==> config.mk <==
export PLATFORM = sky130hd
export DESIGN_NAME = adc_sequencer
export DESIGN_NICKNAME = d
export VERILOG_FILES = /design/src/rtl/adc_sequencer.sv
export SDC_FILE = /design/constraint.sdc
export NUM_CORES = 1
export LEC_CHECK = 0
export CORE_AREA = 4 4 104 106
export DETAILED_ROUTE_END_ITERATION = 10
export DIE_AREA = 0 0 108 110
export GPL_ROUTABILITY_DRIVEN = 0
export SETUP_SLACK_MARGIN = 0.4
export SYNTH_ARGS = -nofsm -noshare
export SYNTH_HDL_FRONTEND = slang
export SYNTH_SLANG_ARGS = --single-unit
==> constraint.sdc <==
create_clock -name CLK -period 3.2 [get_ports CLK]
set_clock_uncertainty 0.15 [all_clocks]
set_input_delay 0.64 -clock CLK [delete_from_list [all_inputs] [get_ports CLK]]
set_output_delay 0.64 -clock CLK [all_outputs]
set_load 0.005 [all_outputs]
==> src/rtl/adc_sequencer.sv <==
// Sequencer that drives a SAR ADC through 2^avg_log2 conversions and reports sum and average.
// Optional WAIT timeout and sticky err flag are built only when ADC_SEQ_TIMEOUT_EN is defined.
module adc_sequencer #(
    parameter int TIMEOUT_CYCLES = 63,
    parameter int GAP_W          = 8
) (
    input  logic             CLK,
    input  logic             RST,
    input  logic             start,
    input  logic             abort,
    input  logic             cont,
    input  logic [2:0]       avg_log2,
    input  logic [GAP_W-1:0] gap,
    output logic             adc_go,
    input  logic             adc_valid,
    input  logic             adc_sample,
    input  logic [4:0]       adc_result,
    output logic [11:0]      sum,
    output logic [4:0]       avg,
    output logic             done,
    output logic             busy,
    output logic             err,
    output logic             sampling
);

    typedef enum logic [2:0] {
        S_IDLE,
        S_GO,
        S_WAIT,
        S_GAP,
        S_DONE
    } state_t;

    state_t           state_q, state_d;
    logic [11:0]      acc_q, acc_d;
    logic [7:0]       cnt_q, cnt_d;
    logic [GAP_W-1:0] gapCnt_q, gapCnt_d;
    logic [GAP_W-1:0] gapCfg_q, gapCfg_d;
    logic [2:0]       avgLog2_q, avgLog2_d;
    logic [11:0]      sum_q, sum_d;
    logic [4:0]       avg_q, avg_d;
    logic             adcGo_q;
    logic             done_q;
    logic             busy_q;
    logic             sampling_q;

    logic [11:0]      accSum;
    logic [7:0]       cntNext;
    logic [7:0]       target;
    logic             timeoutHit;

    // 128 samples of at most 31 peak at 3968, so the 12-bit accumulator cannot wrap.
    assign accSum  = acc_q + {7'd0, adc_result};
    assign cntNext = cnt_q + 8'd1;
    assign target  = 8'd1 << avgLog2_q;

    always_comb begin
        state_d   = state_q;
        acc_d     = acc_q;
        cnt_d     = cnt_q;
        gapCnt_d  = gapCnt_q;
        gapCfg_d  = gapCfg_q;
        avgLog2_d = avgLog2_q;
        sum_d     = sum_q;
        avg_d     = avg_q;
        if (abort) begin
            state_d = S_IDLE;
        end else begin
            case (state_q)
                S_IDLE: begin
                    if (start) begin
                        state_d   = S_GO;
                        acc_d     = '0;
                        cnt_d     = '0;
                        avgLog2_d = avg_log2;
                        gapCfg_d  = gap;
                    end
                end
                S_GO: begin
                    state_d = S_WAIT;
                end
                S_WAIT: begin
                    if (adc_valid) begin
                        acc_d = accSum;
                        cnt_d = cntNext;
                        if (cntNext == target) begin
                            state_d = S_DONE;
                            sum_d   = accSum;
                            avg_d   = 5'(accSum >> avgLog2_q);
                        end else begin
                            state_d  = S_GAP;
                            gapCnt_d = gapCfg_q;
                        end
                    end else if (timeoutHit) begin
                        state_d = S_DONE;
                        sum_d   = acc_q;
                        avg_d   = 5'(acc_q >> avgLog2_q);
                    end
                end
                S_GAP: begin
                    // A gap of 0 or 1 both give a single GAP cycle.
                    if (gapCnt_q <= GAP_W'(1)) begin
                        state_d  = S_GO;
                        gapCnt_d = '0;
                    end else begin
                        gapCnt_d = gapCnt_q - GAP_W'(1);
                    end
                end
                S_DONE: begin
                    if (cont) begin
                        state_d   = S_GO;
                        acc_d     = '0;
                        cnt_d     = '0;
                        avgLog2_d = avg_log2;
                        gapCfg_d  = gap;
                    end else begin
                        state_d = S_IDLE;
                    end
                end
                default: begin
                    state_d = S_IDLE;
                end
            endcase
        end
    end

    // Outputs are registered from the next state so they line up with the state they describe.
    always_ff @(posedge CLK or posedge RST) begin
        if (RST) begin
            state_q    <= S_IDLE;
            acc_q      <= '0;
            cnt_q      <= '0;
            gapCnt_q   <= '0;
            gapCfg_q   <= '0;
            avgLog2_q  <= '0;
            sum_q      <= '0;
            avg_q      <= '0;
            adcGo_q    <= 1'b0;
            done_q     <= 1'b0;
            busy_q     <= 1'b0;
            sampling_q <= 1'b0;
        end else begin
            state_q    <= state_d;
            acc_q      <= acc_d;
            cnt_q      <= cnt_d;
            gapCnt_q   <= gapCnt_d;
            gapCfg_q   <= gapCfg_d;
            avgLog2_q  <= avgLog2_d;
            sum_q      <= sum_d;
            avg_q      <= avg_d;
            adcGo_q    <= (state_d == S_GO);
            done_q     <= (state_d == S_DONE);
            busy_q     <= (state_d != S_IDLE);
            sampling_q <= adc_sample;
        end
    end

`ifdef ADC_SEQ_TIMEOUT_EN
    localparam int TMR_W = $clog2(TIMEOUT_CYCLES + 1);

    logic [TMR_W-1:0] tmr_q;
    logic             err_q;
    logic             startAccept;

    assign startAccept = (state_q == S_IDLE) && start && !abort;
    assign timeoutHit  = (state_q == S_WAIT) && !adc_valid &&
                         (tmr_q == TMR_W'(TIMEOUT_CYCLES - 1));

    // The timer counts consecutive WAIT cycles; err stays set until the next accepted start.
    always_ff @(posedge CLK or posedge RST) begin
        if (RST) begin
            tmr_q <= '0;
            err_q <= 1'b0;
        end else begin
            if (state_q == S_WAIT && !adc_valid && !abort) begin
                tmr_q <= tmr_q + TMR_W'(1);
            end else begin
                tmr_q <= '0;
            end
            if (startAccept) begin
                err_q <= 1'b0;
            end else if (timeoutHit && !abort) begin
                err_q <= 1'b1;
            end
        end
    end

    assign err = err_q;
`else
    assign timeoutHit = 1'b0;
    assign err        = 1'b0;
`endif

    assign adc_go   = adcGo_q;
    assign done     = done_q;
    assign busy     = busy_q;
    assign sum      = sum_q;
    assign avg      = avg_q;
    assign sampling = sampling_q;

endmodule

== After elaboration in Yosys (flattened, before gate mapping) ==
Index checks and enable logic that the tools add are counted.
Storage, ports and cells
  register bits: 63
  output and inout bits: 22
Cells by class
  add/sub/neg operators: 3
  order comparisons: 1
  equality and inequality tests: 11
  shifts and indexed selects: 2
  multiplexer cells: 25
  bitwise operators: 1
  reduce and logical (&&, ||, !) cells: 9
Operators by type and width (count)
  $mux W8: 8
  $mux W12: 3
  $pmux W12 S3: 1
  $pmux W8 S2: 2
  $pmux W8 S3: 1
  $mux W3: 7
  $pmux W3 S5: 1
  $add A12 B5 Y12: 1
  $reduce_and A4 Y1: 3
  $shr A12 B3 Y5: 1
  $add A8 B1 Y8 const B: 1
  $eq A8 B8 Y1: 1
  $le A8 B1 Y1 const B: 1
  $ne A2 B2 Y1 const B: 4
  $shl A1 B3 Y8 const A: 1
  $sub A8 B1 Y8 const B: 1
  $eq A3 B1 Y1 const B: 2
  $eq A3 B2 Y1 const B: 2
  $eq A3 B3 Y1 const B: 2
  $pmux W3 S2: 1
  $reduce_bool A3 Y1: 2
  $reduce_and A5 Y1: 1
  $reduce_bool A2 Y1: 2
  $logic_not A3 Y1: 1
  other kinds (2): 2

== Logic depth before layout (Yosys ltp) ==
Gate-level depths: netlist (run 1).
  word-level depth: 7
  depth in mapped cells: 10
  depth with buffers taken out: 10

== Least setup slack after synthesis (run 1) ==
Ideal clock, no wire load.
  kind: input -> register
  start point: in adc_result[0]
  end point: reg avg_q[3] (netlist: avg[3])
  arrival: 2717 ps
  required time: 2925 ps
  slack: 207 ps
  cell stages on the path: 10
  path through: ha_1 > inv_1 > fa_1 > nor2b_1 > o221a_2 > o2111ai_1 > xor2_1 > mux2i_1 > a311o_1 > mux2_4
On the way
  word-level cells in the longest chain between the ends: 2
Ends and longest elaborated chain
  from (decl): line 17  | input logic [4:0] adc_result,
  $add A12 B5 Y12: line 53  | assign accSum = acc_q + {7'd0, adc_result};
  $shr A12 B3 Y5: line 89  | avg_d = 5'(accSum >> avgLog2_q);
  to (signal assigned): line 150  | avg_q <= avg_d;
  to (decl): line 41  | logic [4:0] avg_q, avg_d;
No other way between the ends.
A chain may end at the register's enable or synchronous reset.

== Final worst setup path (run 1) ==
  start point: in adc_result[4]
  end point: reg avg_q[3] (netlist: avg[3])
The elaborated chain is that of the path after synthesis.

==> results of run 1 <==
-- placed cells by master, fill, tap and decap left out, drive strengths merged, types with 5 or more instances in the layout --
| cell | n |
|---|---|
| dfrtp | 63 |
| buf | 53 |
| o21ai | 40 |
| clkdlybuf4s50 | 39 |
| a21oi | 32 |
| nor2 | 26 |
| nand2 | 25 |
| inv | 19 |
| mux2 | 18 |
| nand3 | 17 |
| nor3 | 13 |
| clkbuf | 12 |
| ha | 8 |
| mux2i | 7 |
| nor2b | 7 |
| o211ai | 6 |
| or3 | 5 |
| a22o | 5 |
| a32oi | 5 |
| nor4 | 5 |
| xor2 | 5 |
| xnor2 | 5 |
| nand4 | 5 |
| and4 | 5 |
-- power breakdown --
part           internal, mW  switching, mW  total, mW
Combinational         0.639          0.572       1.21
Sequential            0.979          0.163       1.14
Clock                 0.460          0.337      0.797
-- through the flow --
step,instance area (um^2),hold slack [ps],TNS (ps)
2_1_floorplan,3929,320.0,0
3_3_place_gp,4624,341.4,-237.9
3_5_place_dp,4624,345.8,-470.7
4_1_cts,5020,366.1,0
5_1_grt,5230,378.7,0
6_report,5230,361.7,0
-- worst max-delay path, stage by stage --
cell and delay [ps]:
clkdlybuf4s50_1 450, ha_4 310, buf_4 130, o221a_4 180, o2111ai_2 120, xor2_1 250, mux2i_1 120, a311o_1 360
mux2_4 250
-- cell families after synthesis --
| group | share of synthesized area |
|---|---|
| simple gates | 0.1756 |
| buf+inv | 0.06184 |
| fa+ha+maj | 0.03076 |
| mux | 0.07850 |
| flops | 0.4037 |
| compound gates | 0.2204 |
| other cells | 0.0009603 |
| xor+xnor | 0.02819 |
-- repair_timing --
item                       4_1_cts  5_1_grt
resized for setup               22       30
pin swaps                        6       11
setup endpoints to repair       10       25
buffers inserted                 9       12
gates cloned                     1        0
-- per-layer routing --
| metal | wire [um] | vias up | track usage |
|---|---|---|---|
| met1 | 4663 | 1762 | 0.2395 |
| met2 | 5387 | 106 | 0.3259 |
| li1 | - | 1703 | - |
| met3 | 563 | 20 | 0.04077 |
| met4 | 178 | 0 | 0.05140 |
| met5 | 0 | - | 0 |
-- cell type report --
class	count	area [um^2]	share of cell area
multi-input cells	304	2280	0.4359
flip-flops and latches	63	1587	0.3033
repair buffers	97	899.6	0.1720
well taps	133	166.4	0.03182
clock buffers	11	141.4	0.02703
clock inverters	5	81.33	0.01555
inverters	20	75.07	0.01435
-- flip-flops by register name, summed over array words and instances (netlist names) --
signal     count
sampling       1
avgLog2_q      3
acc_q         12
state_q        3
gapCfg_q       8
gapCnt_q       8
adc_go         1
sum           12
busy           1
done           1
avg            5
cnt_q          8
-- worst max path at each step --
stage,slack [ps],depth (start not counted),end,start
finish,480,9,avg[3],adc_result[4]
global route,360,10,sum[10],cnt_q[0]
CTS,380,10,avg[3],adc_result[1]
detailed placement,-170,11,avg[3],adc_result[0]
global placement,-140,11,avg[3],adc_result[0]
floorplan,370,10,avg[3],adc_result[0]
==> flow_summary.toml, run 1 <==
[run_status]
status = "complete, no violations"

[synthesis]
yosys_warnings = 0
synth_area_per_cell_um2 = 9.387
ys_dominant_reg_cell = "dfrtp_1"
syn-instance-count = 416
synthTopCellsByCount = "dfrtp_1 (63), o21ai_0 (39), a21oi_1 (32)"
synth_top_area_frac = 0.4037
synth_area_um2 = 3905
synth_cell_types = 75
yosys.area.top_type = "dfrtp_1"
async_flop_share = 1.000
synth_most_common_cell = "dfrtp_1"
synth.yosys.seq_area_share = 0.4037
ys_ff_latch = 63
synth_edf_count = 0
synth_fp_nets = 448
synthTopCellsByArea = "dfrtp_1 (40%), o21ai_0 (5.0%), mux2_2 (4.3%)"

[route]
via_per_inst = 5.673
dr.pass1.iters = 4
drc = 0
wl_um = 10790
ant_nets = 0
drtIter0Drc = 143
post_drt_wl_per_cell_um = 17.05
vias = 3591

[global_route]
grt_pass1_vias = 3424
grt_max_degree = 40
grt.total_usage = 0.1884
grt_antenna_before_repair = 0
grt-ovfl-total = 0
grt_pass1_wl_um = 17560

[sta]
slew_violations = 0
setup_viol = 0
fin_ws_ps = 484.0
slew_headroom = 0.5000
worstMarginPinSlew_ps = 750.0
max_freq_mhz = 368.2
finalHoldViolCount = 0
min_period_ps = 2716
timing.final.crit_share = 0.8487
rsz0062_at_grt = "true"

[die]
initial_utilization = 0.3995
core_area_um2 = 9774
fp.dieArea_um2 = 11880
chipHeight_um = 110
fp.dieW_um = 108
core.rowCount = 36
ios = 45

[critical_path]
reg2reg_to = "sum[9]"
cp-start-kind = "primary input"
path_class = "in -> reg"
cp.arrival_ps = 2810
cp-end-kind = "flip-flop"
r2r_slack_ps = 490
r2r-start = "cnt_q[0]"
required_ps = 3290
cp_max_fo = 5
r2r_cells = 10

[placed_design]
dp_slack_ps = -171.4
portBuffers = 43
dpl.cell_count = 595
hpwl_um = 7270

[cells_and_area]
drive_above_1_share = 0.2760
area_growth_pct = 33.93
final.fill_count = 899
num_antenna_cells = 0
stdcell_count = 633
nNetsFinal = 527
fin_util = 0.5351

[clocking]
cts_root_buf = "clkbuf_8"
htree_levels = 3
cts_buffer_depth = 2
numCtsBuffers = 9
cts_hold_buf = 0
clkTransAtPathRegs_ps = 80
cts_tree = "done"
clock_sinks = 63
clock_latency_ps = 350

[power]
ir_worst_vdd_mv = 0.3594
p_per_area_nw_per_um2 = 602.2
power.total_mw = 3.150
p_leak_nw = 2.195

[min_path]
hp-start = "sum[4]"
hold_path_class = "reg -> reg"
hold_end = "sum[4]"
hold_depth = 1

[run]
drv_cap = 0
No activity file was read; power rests on OpenSTA's default activity.
==> run 2: changes to the inputs <==
==> constraint.sdc (replaced) <==
create_clock -name CLK -period 2.2 [get_ports CLK]
set_clock_uncertainty 0.15 [all_clocks]
set_input_delay 0.44 -clock CLK [delete_from_list [all_inputs] [get_ports CLK]]
set_output_delay 0.44 -clock CLK [all_outputs]
set_load 0.005 [all_outputs]
==> flow_summary.toml, run 2 (synthesized netlist as in run 1, its figures left out) <==
[clocking]
clock_sinks = 63
cts_buffer_depth = 2
clock_latency_ps = 350
htree_levels = 3
numCtsBuffers = 9
cts_root_buf = "clkbuf_8"
cts_tree = "done"
clkTransAtPathRegs_ps = 80

[route]
ant_nets = 0
dr.pass1.iters = 4
post_drt_wl_per_cell_um = 18.29
via_per_inst = 5.509
drc = 0
wl_um = 13260
drtIter0Drc = 157
vias = 3994

[placed_design]
portBuffers = 43
dpl.cell_count = 666
hpwl_um = 8257

[cells_and_area]
area_growth_pct = 67.45
stdcell_count = 725
mostFrequentLayoutCell = "buf_4"
drive_above_1_share = 0.4679
seqCellArea_um2 = 1579
final_cell_mix = "buf_4 (109), dfrtp_1 (61), buf_6 (26)"
final.fill_count = 757
num_antenna_cells = 0
nNetsFinal = 619
multi_input_area_um2 = 2726

[power]
p_per_area_nw_per_um2 = 798.4
power.total_mw = 5.221
ir_worst_vdd_mv = 0.4546
p_leak_nw = 2.965

[global_route]
grt_antenna_before_repair = 0
grt_max_degree = 26
grt_pass1_vias = 4159
grt-ovfl-total = 0
grt.total_usage = 0.2293
grt_pass1_wl_um = 21130

[sta]
whs_ps = 298.0
rsz0062_at_grt = "true"
fin_ws_ps = -504.3
slew_violations = 0
timing.final.crit_share = 1.229
min_period_ps = 2704
max_freq_mhz = 369.8
finalHoldViolCount = 0
tns_ps = -12200
setup_viol = 31

[critical_path]
cp_max_fo = 8
crit_chain = "buf_6 -> and3b_2 -> buf_4 -> nor4_4 -> nor3_2 -> a311o_1 -> buf_6 -> o31ai_4 -> buf_6 -> buf_16 -> o21ai_1"
cp.arrival_ps = 2800
cp-end-kind = "flip-flop"
crit_path_top_delay_cell = "dfrtp_2"
critPathMaxStageDelay_ps = 460
path_buf_inv = 5
crit_family = "buffers and inverters"
cp-start-kind = "flip-flop"
required_ps = 2290
cpMostUsedCell = "buf_6"
path_class = "reg -> reg"

[min_path]
hold_path_class = "in -> async"

[die]
core.rowCount = 36
fp.dieW_um = 108
initial_utilization = 0.3995
chipHeight_um = 110
core_area_um2 = 9774
ios = 45
fp.dieArea_um2 = 11880

[run_status]
violations = "setup timing"
status = "finished, violations left"

[run]
drv_cap = 0
## run 2: cell count changes in the layout (fill, tap and decap cells not counted), moves of 12 or more
cell / delta
o21ai_0: -25
o21ai_1: +12
mux2_4: +14
mux2_2: -14
buf_4: +61
dlygate4sd2_1: +23
clkdlybuf4s50_1: -24
buf_6: +23
## run 2: worst paths after layout
kind,start,endpoint,slack [ps],cells after the start
max,cnt_q[0],gapCnt_q[7],-500,11
min reg2reg,acc_q[11],acc_q[11],360,1
min,RST,sum[4],300,2
min in group CLK,acc_q[11],acc_q[11],360,1
max in group asynchronous,RST,gapCfg_q[7],1130,3
max reg2reg,cnt_q[0],gapCnt_q[7],-500,11
## run 2: what timing repair did
| action | 4_1_cts | 5_1_grt |
|---|---|---|
| endpoints found under the setup margin | 75 | 64 |
| resized for setup | 131 | 50 |
| setup buffers | 22 | 16 |
| hold buffers | 0 | 0 |
| pin swaps | 29 | 33 |
| cloned | 5 | 0 |
## run 2: area by class of cell
| type | instances | area share |
|---|---|---|
| clock inverter | 6 | 0.01416 |
| sequential | 63 | 0.2415 |
| multi-input combinational | 305 | 0.4170 |
| inverter | 20 | 0.01244 |
| clock buffer | 10 | 0.02105 |
| timing repair buffer | 188 | 0.2685 |
| tap | 133 | 0.02545 |
## run 2: layer usage
layer / global-route usage / part of all wire / up-vias
met1: 0.2839 / 0.42 / 1963
met3: 0.05533 / 0.052 / 31
li1: - / - / 1886
met4: 0.08837 / 0.028 / 0
met2: 0.3885 / 0.50 / 114
met5: 0 / 0 / -
## run 2: where the power goes
group / total (mW) / switching [mW] / internal [mW]
logic: 2.39 / 1.10 / 1.29
clock network: 1.21 / 0.531 / 0.675
registers: 1.62 / 0.202 / 1.42
total: 5.22 / 1.83 / 3.39
## run 2: stage by stage
step | cell area (um^2) | setup WS (ps) | utilization
2_1_floorplan | 4061 | -454.9 | -
3_3_place_gp | 5294 | -926.1 | 0.5416
3_5_place_dp | 5294 | -954.2 | 0.5416
4_1_cts | 6185 | -461.3 | 0.6327
5_1_grt | 6539 | -618.2 | 0.6690
6_report | 6539 | -504.3 | 0.6690
==> run 3: changes to the inputs <==
==> constraint.sdc (replaced) <==
create_clock -name CLK -period 2.5 [get_ports CLK]
set_clock_uncertainty 0.15 [all_clocks]
set_input_delay 0.5 -clock CLK [delete_from_list [all_inputs] [get_ports CLK]]
set_output_delay 0.5 -clock CLK [all_outputs]
set_load 0.005 [all_outputs]
==> flow_summary.toml, run 3 (synthesized netlist as in run 1, its figures left out) <==
[run_status]
status = "finished, violations left"
violations = "setup timing"

[route]
drtIter0Drc = 158
drc = 0
ant_nets = 0
vias = 3806
post_drt_wl_per_cell_um = 17.73
via_per_inst = 5.589
dr.pass1.iters = 4
wl_um = 12070

[cells_and_area]
fin_util = 0.6038
num_antenna_cells = 0
drive_above_1_share = 0.3996
seqCellArea_um2 = 1584
final_cell_mix = "buf_4 (79), dfrtp_1 (57), clkdlybuf4s50_1 (37)"
multi_input_area_um2 = 2537
nNetsFinal = 575
final.fill_count = 825
mostFrequentLayoutCell = "buf_4"
area_growth_pct = 51.14

[critical_path]
path_class = "reg -> reg"
cp.arrival_ps = 2800
cp-end-kind = "flip-flop"
crit_path_top_delay_cell = "dfrtp_2"
required_ps = 2590
cp_max_fo = 12
cp-start-kind = "flip-flop"
critPathMaxStageDelay_ps = 490
crit_chain = "ha_4 -> or3_4 -> a21oi_4 -> o21ai_2 -> or3b_4 -> nor3_4 -> buf_12 -> mux2_2"

[clocking]
clock_sinks = 63
cts_tree = "done"
clock_latency_ps = 350
numCtsBuffers = 9
cts_root_buf = "clkbuf_8"
cts_hold_buf = 0
cts_buffer_depth = 2
htree_levels = 3
clkTransAtPathRegs_ps = 80

[global_route]
grt-ovfl-total = 0
grt_pass1_wl_um = 18910
grt_pass1_vias = 3807
grt_antenna_before_repair = 0
grt.total_usage = 0.2031
grt_max_degree = 26

[power]
p_sw_mw = 1.548
comb_power_share = 0.448
p_per_area_nw_per_um2 = 726.1
ir_worst_vdd_mv = 0.3936
p_int_mw = 2.737
swShare = 0.3613
clkPwrFrac = 0.210
pwr-share-seq = 0.342
p_leak_nw = 2.506

[sta]
fin_ws_ps = -211.0
max_freq_mhz = 368.9
slew_headroom = 0.6562
min_period_ps = 2711
finalHoldViolCount = 0
whs_ps = 358.4
setup_viol = 25
worstMarginPinSlew_ps = 514.6
slew_violations = 0
timing.final.crit_share = 1.084
rsz0062_at_grt = "true"

[die]
core_area_um2 = 9774
fp.dieW_um = 108
initial_utilization = 0.3995
fp.dieArea_um2 = 11880
ios = 45
chipHeight_um = 110
core.rowCount = 36

[min_path]
hold_path_class = "reg -> reg"

[run]
drv_cap = 0

[placed_design]
portBuffers = 43
hpwl_um = 8119
-- run 3: cell type report --
type,instances,area share
multi-input cells,304,0.4299
flip-flops and latches,63,0.2684
repair buffers,145,0.2281
well taps,133,0.02820
clock buffers,10,0.02162
inverters,20,0.01336
clock inverters,6,0.01039
-- run 3: metrics by stage --
| stage | std cells | power, mW | TNS [ps] | setup slack, ps | instance area [um^2] |
|---|---|---|---|---|---|
| 6_report | 681 | 4.285 | -3983 | -211.0 | 5902 |
| 5_1_grt | 681 | 4.542 | -5680 | -273.3 | 5902 |
| 4_1_cts | 673 | 4.094 | -3604 | -193.3 | 5625 |
| 3_5_place_dp | 649 | 3.033 | -9287 | -773.5 | 5117 |
| 3_3_place_gp | 649 | 3.006 | -8080 | -700.8 | 5117 |
| 2_1_floorplan | 416 | 2.293 | -705.3 | -183.1 | 3989 |
-- run 3: path summary, 6_finish.rpt --
kind	start	to	slack, ps	cells after the start
max	cnt_q[0]	sum[3]	-210	8
min	acc_q[11]	acc_q[11]	360	1
max reg2reg	cnt_q[0]	sum[3]	-210	8
min reg2reg	acc_q[11]	acc_q[11]	360	1
max in group asynchronous	RST	sum[8]	1330	3
min in group asynchronous	RST	cnt_q[4]	390	2
-- run 3: per-layer routing --
| layer | part of all wire | up-vias | track usage |
|---|---|---|---|
| li1 | - | 1802 | - |
| met1 | 0.42 | 1873 | 0.2536 |
| met2 | 0.51 | 101 | 0.3468 |
| met3 | 0.043 | 30 | 0.04718 |
| met4 | 0.025 | 0 | 0.07033 |
| met5 | 0 | - | 0 |
-- run 3: power groups by stage --
stage / clock, mW / sequential [mW] / combinational, mW
after global routing: 0.966 / 1.50 / 2.08
after CTS: 0.912 / 1.44 / 1.74
final: 0.899 / 1.47 / 1.92
after detailed placement: 0 / 1.45 / 1.58
after floorplan: 0 / 1.41 / 0.884
after global placement: 0 / 1.45 / 1.55
-- run 3: critical path: cells and delay by family, from the launching register on --
kind | cells | cell delay, ps
buffers and inverters | 1 | 180
adder cells (fa/ha/maj) | 1 | 260
AND/OR/NAND/NOR | 3 | 970
AO/OA/AOI/OAI | 2 | 210
multiplexers | 1 | 340
flip-flops | 1 | 490
-- run 3: what timing repair did --
action                     4_1_cts  5_1_grt
pin swaps                       19       13
resized for setup               64       49
setup buffers                    7        8
setup endpoints to repair       41       45
gates cloned                     1        0
==> RTL change: new RTL, flow settings as in run 2 <==
The 5 states of `state_t` get a one-hot encoding in 5 bits.
--- a/src/rtl/adc_sequencer.sv
+++ b/src/rtl/adc_sequencer.sv
@@ -23,12 +23,12 @@
     output logic             sampling
 );
 
-    typedef enum logic [2:0] {
-        S_IDLE,
-        S_GO,
-        S_WAIT,
-        S_GAP,
-        S_DONE
+    typedef enum logic [4:0] {
+        S_IDLE = 5'b00001,
+        S_GO   = 5'b00010,
+        S_WAIT = 5'b00100,
+        S_GAP  = 5'b01000,
+        S_DONE = 5'b10000
     } state_t;
 
     state_t           state_q, state_d;
Formal check against the unedited RTL: same outputs for any inputs over 4 cycles, from zero or initial values and one cycle with RST high; so few cycles prove little.
==> RTL change against run 2 <==
The run still ends with negative setup slack left. Final area rose by 11%. Total power down 4.8%. Die area stayed put. Worst setup slack gained 0.064 ns. Wire length increased by 8.7%. Critical path depth shrank 2. Area after synthesis rose by 1.7%. Sequential cell count is 2 higher. Highest routed layer unchanged.
==> RTL change: results (changes against run 2) <==
<table>
<tr><th>Metric</th><th>Value</th></tr>
<tr><th colspan="2">Place</th></tr>
<tr><td>Setup Slack @ Placement</td><td>-1.02 ns (was -0.954 ns)</td></tr>
<tr><th colspan="2">STA</th></tr>
<tr><td>Hold_ws</td><td>0.158 ns (was 0.298 ns)</td></tr>
<tr><td>Final WS setup</td><td>-0.441 ns (was -0.504 ns)</td></tr>
<tr><td>Count of endpoints failing setup in the final report</td><td>28 (was 31)</td></tr>
<tr><td>Total negative setup slack</td><td>-8.16 ns (was -12.20 ns)</td></tr>
<tr><th colspan="2">Setup path</th></tr>
<tr><td>Slowest library cell on the worst path</td><td>dfrtp_1 (was dfrtp_2)</td></tr>
<tr><td>Data arrival time of the critical path</td><td>2.74 ns (was 2.80 ns)</td></tr>
<tr><td>Worst-path fanout max</td><td>3 (was 8)</td></tr>
<tr><td>R2R cell count</td><td>9 (was 11)</td></tr>
<tr><td>Capturing point of the worst reg2reg path</td><td>avg[1] (was gapCnt_q[7])</td></tr>
<tr><td>Kind of cell adding the most delay to the critical path</td><td>compound AO/OA/AOI/OAI gates (was buffers and inverters)</td></tr>
<tr><th colspan="2">Synth</th></tr>
<tr><td>Share of the yosys chip area belonging to registers</td><td>41.0% (was 40.4%)</td></tr>
<tr><td>Synth Net Count</td><td>467 (was 448)</td></tr>
<tr><th colspan="2">Route</th></tr>
<tr><td>Iteration-0 DRC Markers</td><td>185 (was 157)</td></tr>
<tr><td>Length of the first detailed-routing pass in iterations</td><td>5 (was 4)</td></tr>
<tr><th colspan="2">Power and ir drop</th></tr>
<tr><td>VDD IR max</td><td>0.498 mV (was 0.455 mV)</td></tr>
<tr><th colspan="2">Status</th></tr>
<tr><td>Violated checks</td><td>negative setup slack (unchanged)</td></tr>
<tr><td>Result of the run</td><td>finished with violations (unchanged)</td></tr>
<tr><th colspan="2">GRT</th></tr>
<tr><td>Global-route wire length before repair</td><td>22200 microns (was 21100 microns)</td></tr>
<tr><td>Global-route met2 utilization</td><td>43.4% (was 38.9%)</td></tr>
<tr><td>Overall routing resource usage</td><td>23.9% (was 22.9%)</td></tr>
<tr><td>Met3 usage</td><td>4.14% (was 5.53%)</td></tr>
<tr><th colspan="2">CTS</th></tr>
<tr><td>Post-CTS setup repair buffer count</td><td>46 (was 22)</td></tr>
<tr><th colspan="2">Layout</th></tr>
<tr><td>Reg area</td><td>1630 sq um (was 1580 sq um)</td></tr>
<tr><td>Fillers</td><td>636 (was 757)</td></tr>
</table>
RTL change: cell type report:
| cell class | instances | share of cell area, % |
|---|---|---|
| clock buffer | 9 | 1.70 |
| inverter | 19 | 1.03 |
| sequential | 65 | 22.4 |
| timing repair buffer | 207 | 28.0 |
| multi-input combinational | 330 | 43.2 |
| clock inverter | 7 | 1.31 |
| tap | 133 | 2.29 |
RTL change: layer usage:
metal	wire length, microns	share of wire (%)
met4	595	4.1
met3	747	5.2
met5	0	0
met1	5400	37
met2	7670	53
RTL change: cells by family (layout without fill, tap and decap cells):
kind of cell | after synthesis | after routing | share of synthesized area [%]
adder cells (fa/ha/maj) | 9 | 9 | 3.03
buffers and inverters | 41 | 242 | 4.19
AND/OR/NAND/NOR | 154 | 154 | 19.6
multiplexers | 13 | 13 | 3.69
AO/OA/AOI/OAI | 140 | 141 | 25.2
flip-flops | 65 | 65 | 41.0
XOR/XNOR | 12 | 12 | 3.18
other | 1 | 1 | 0.0945
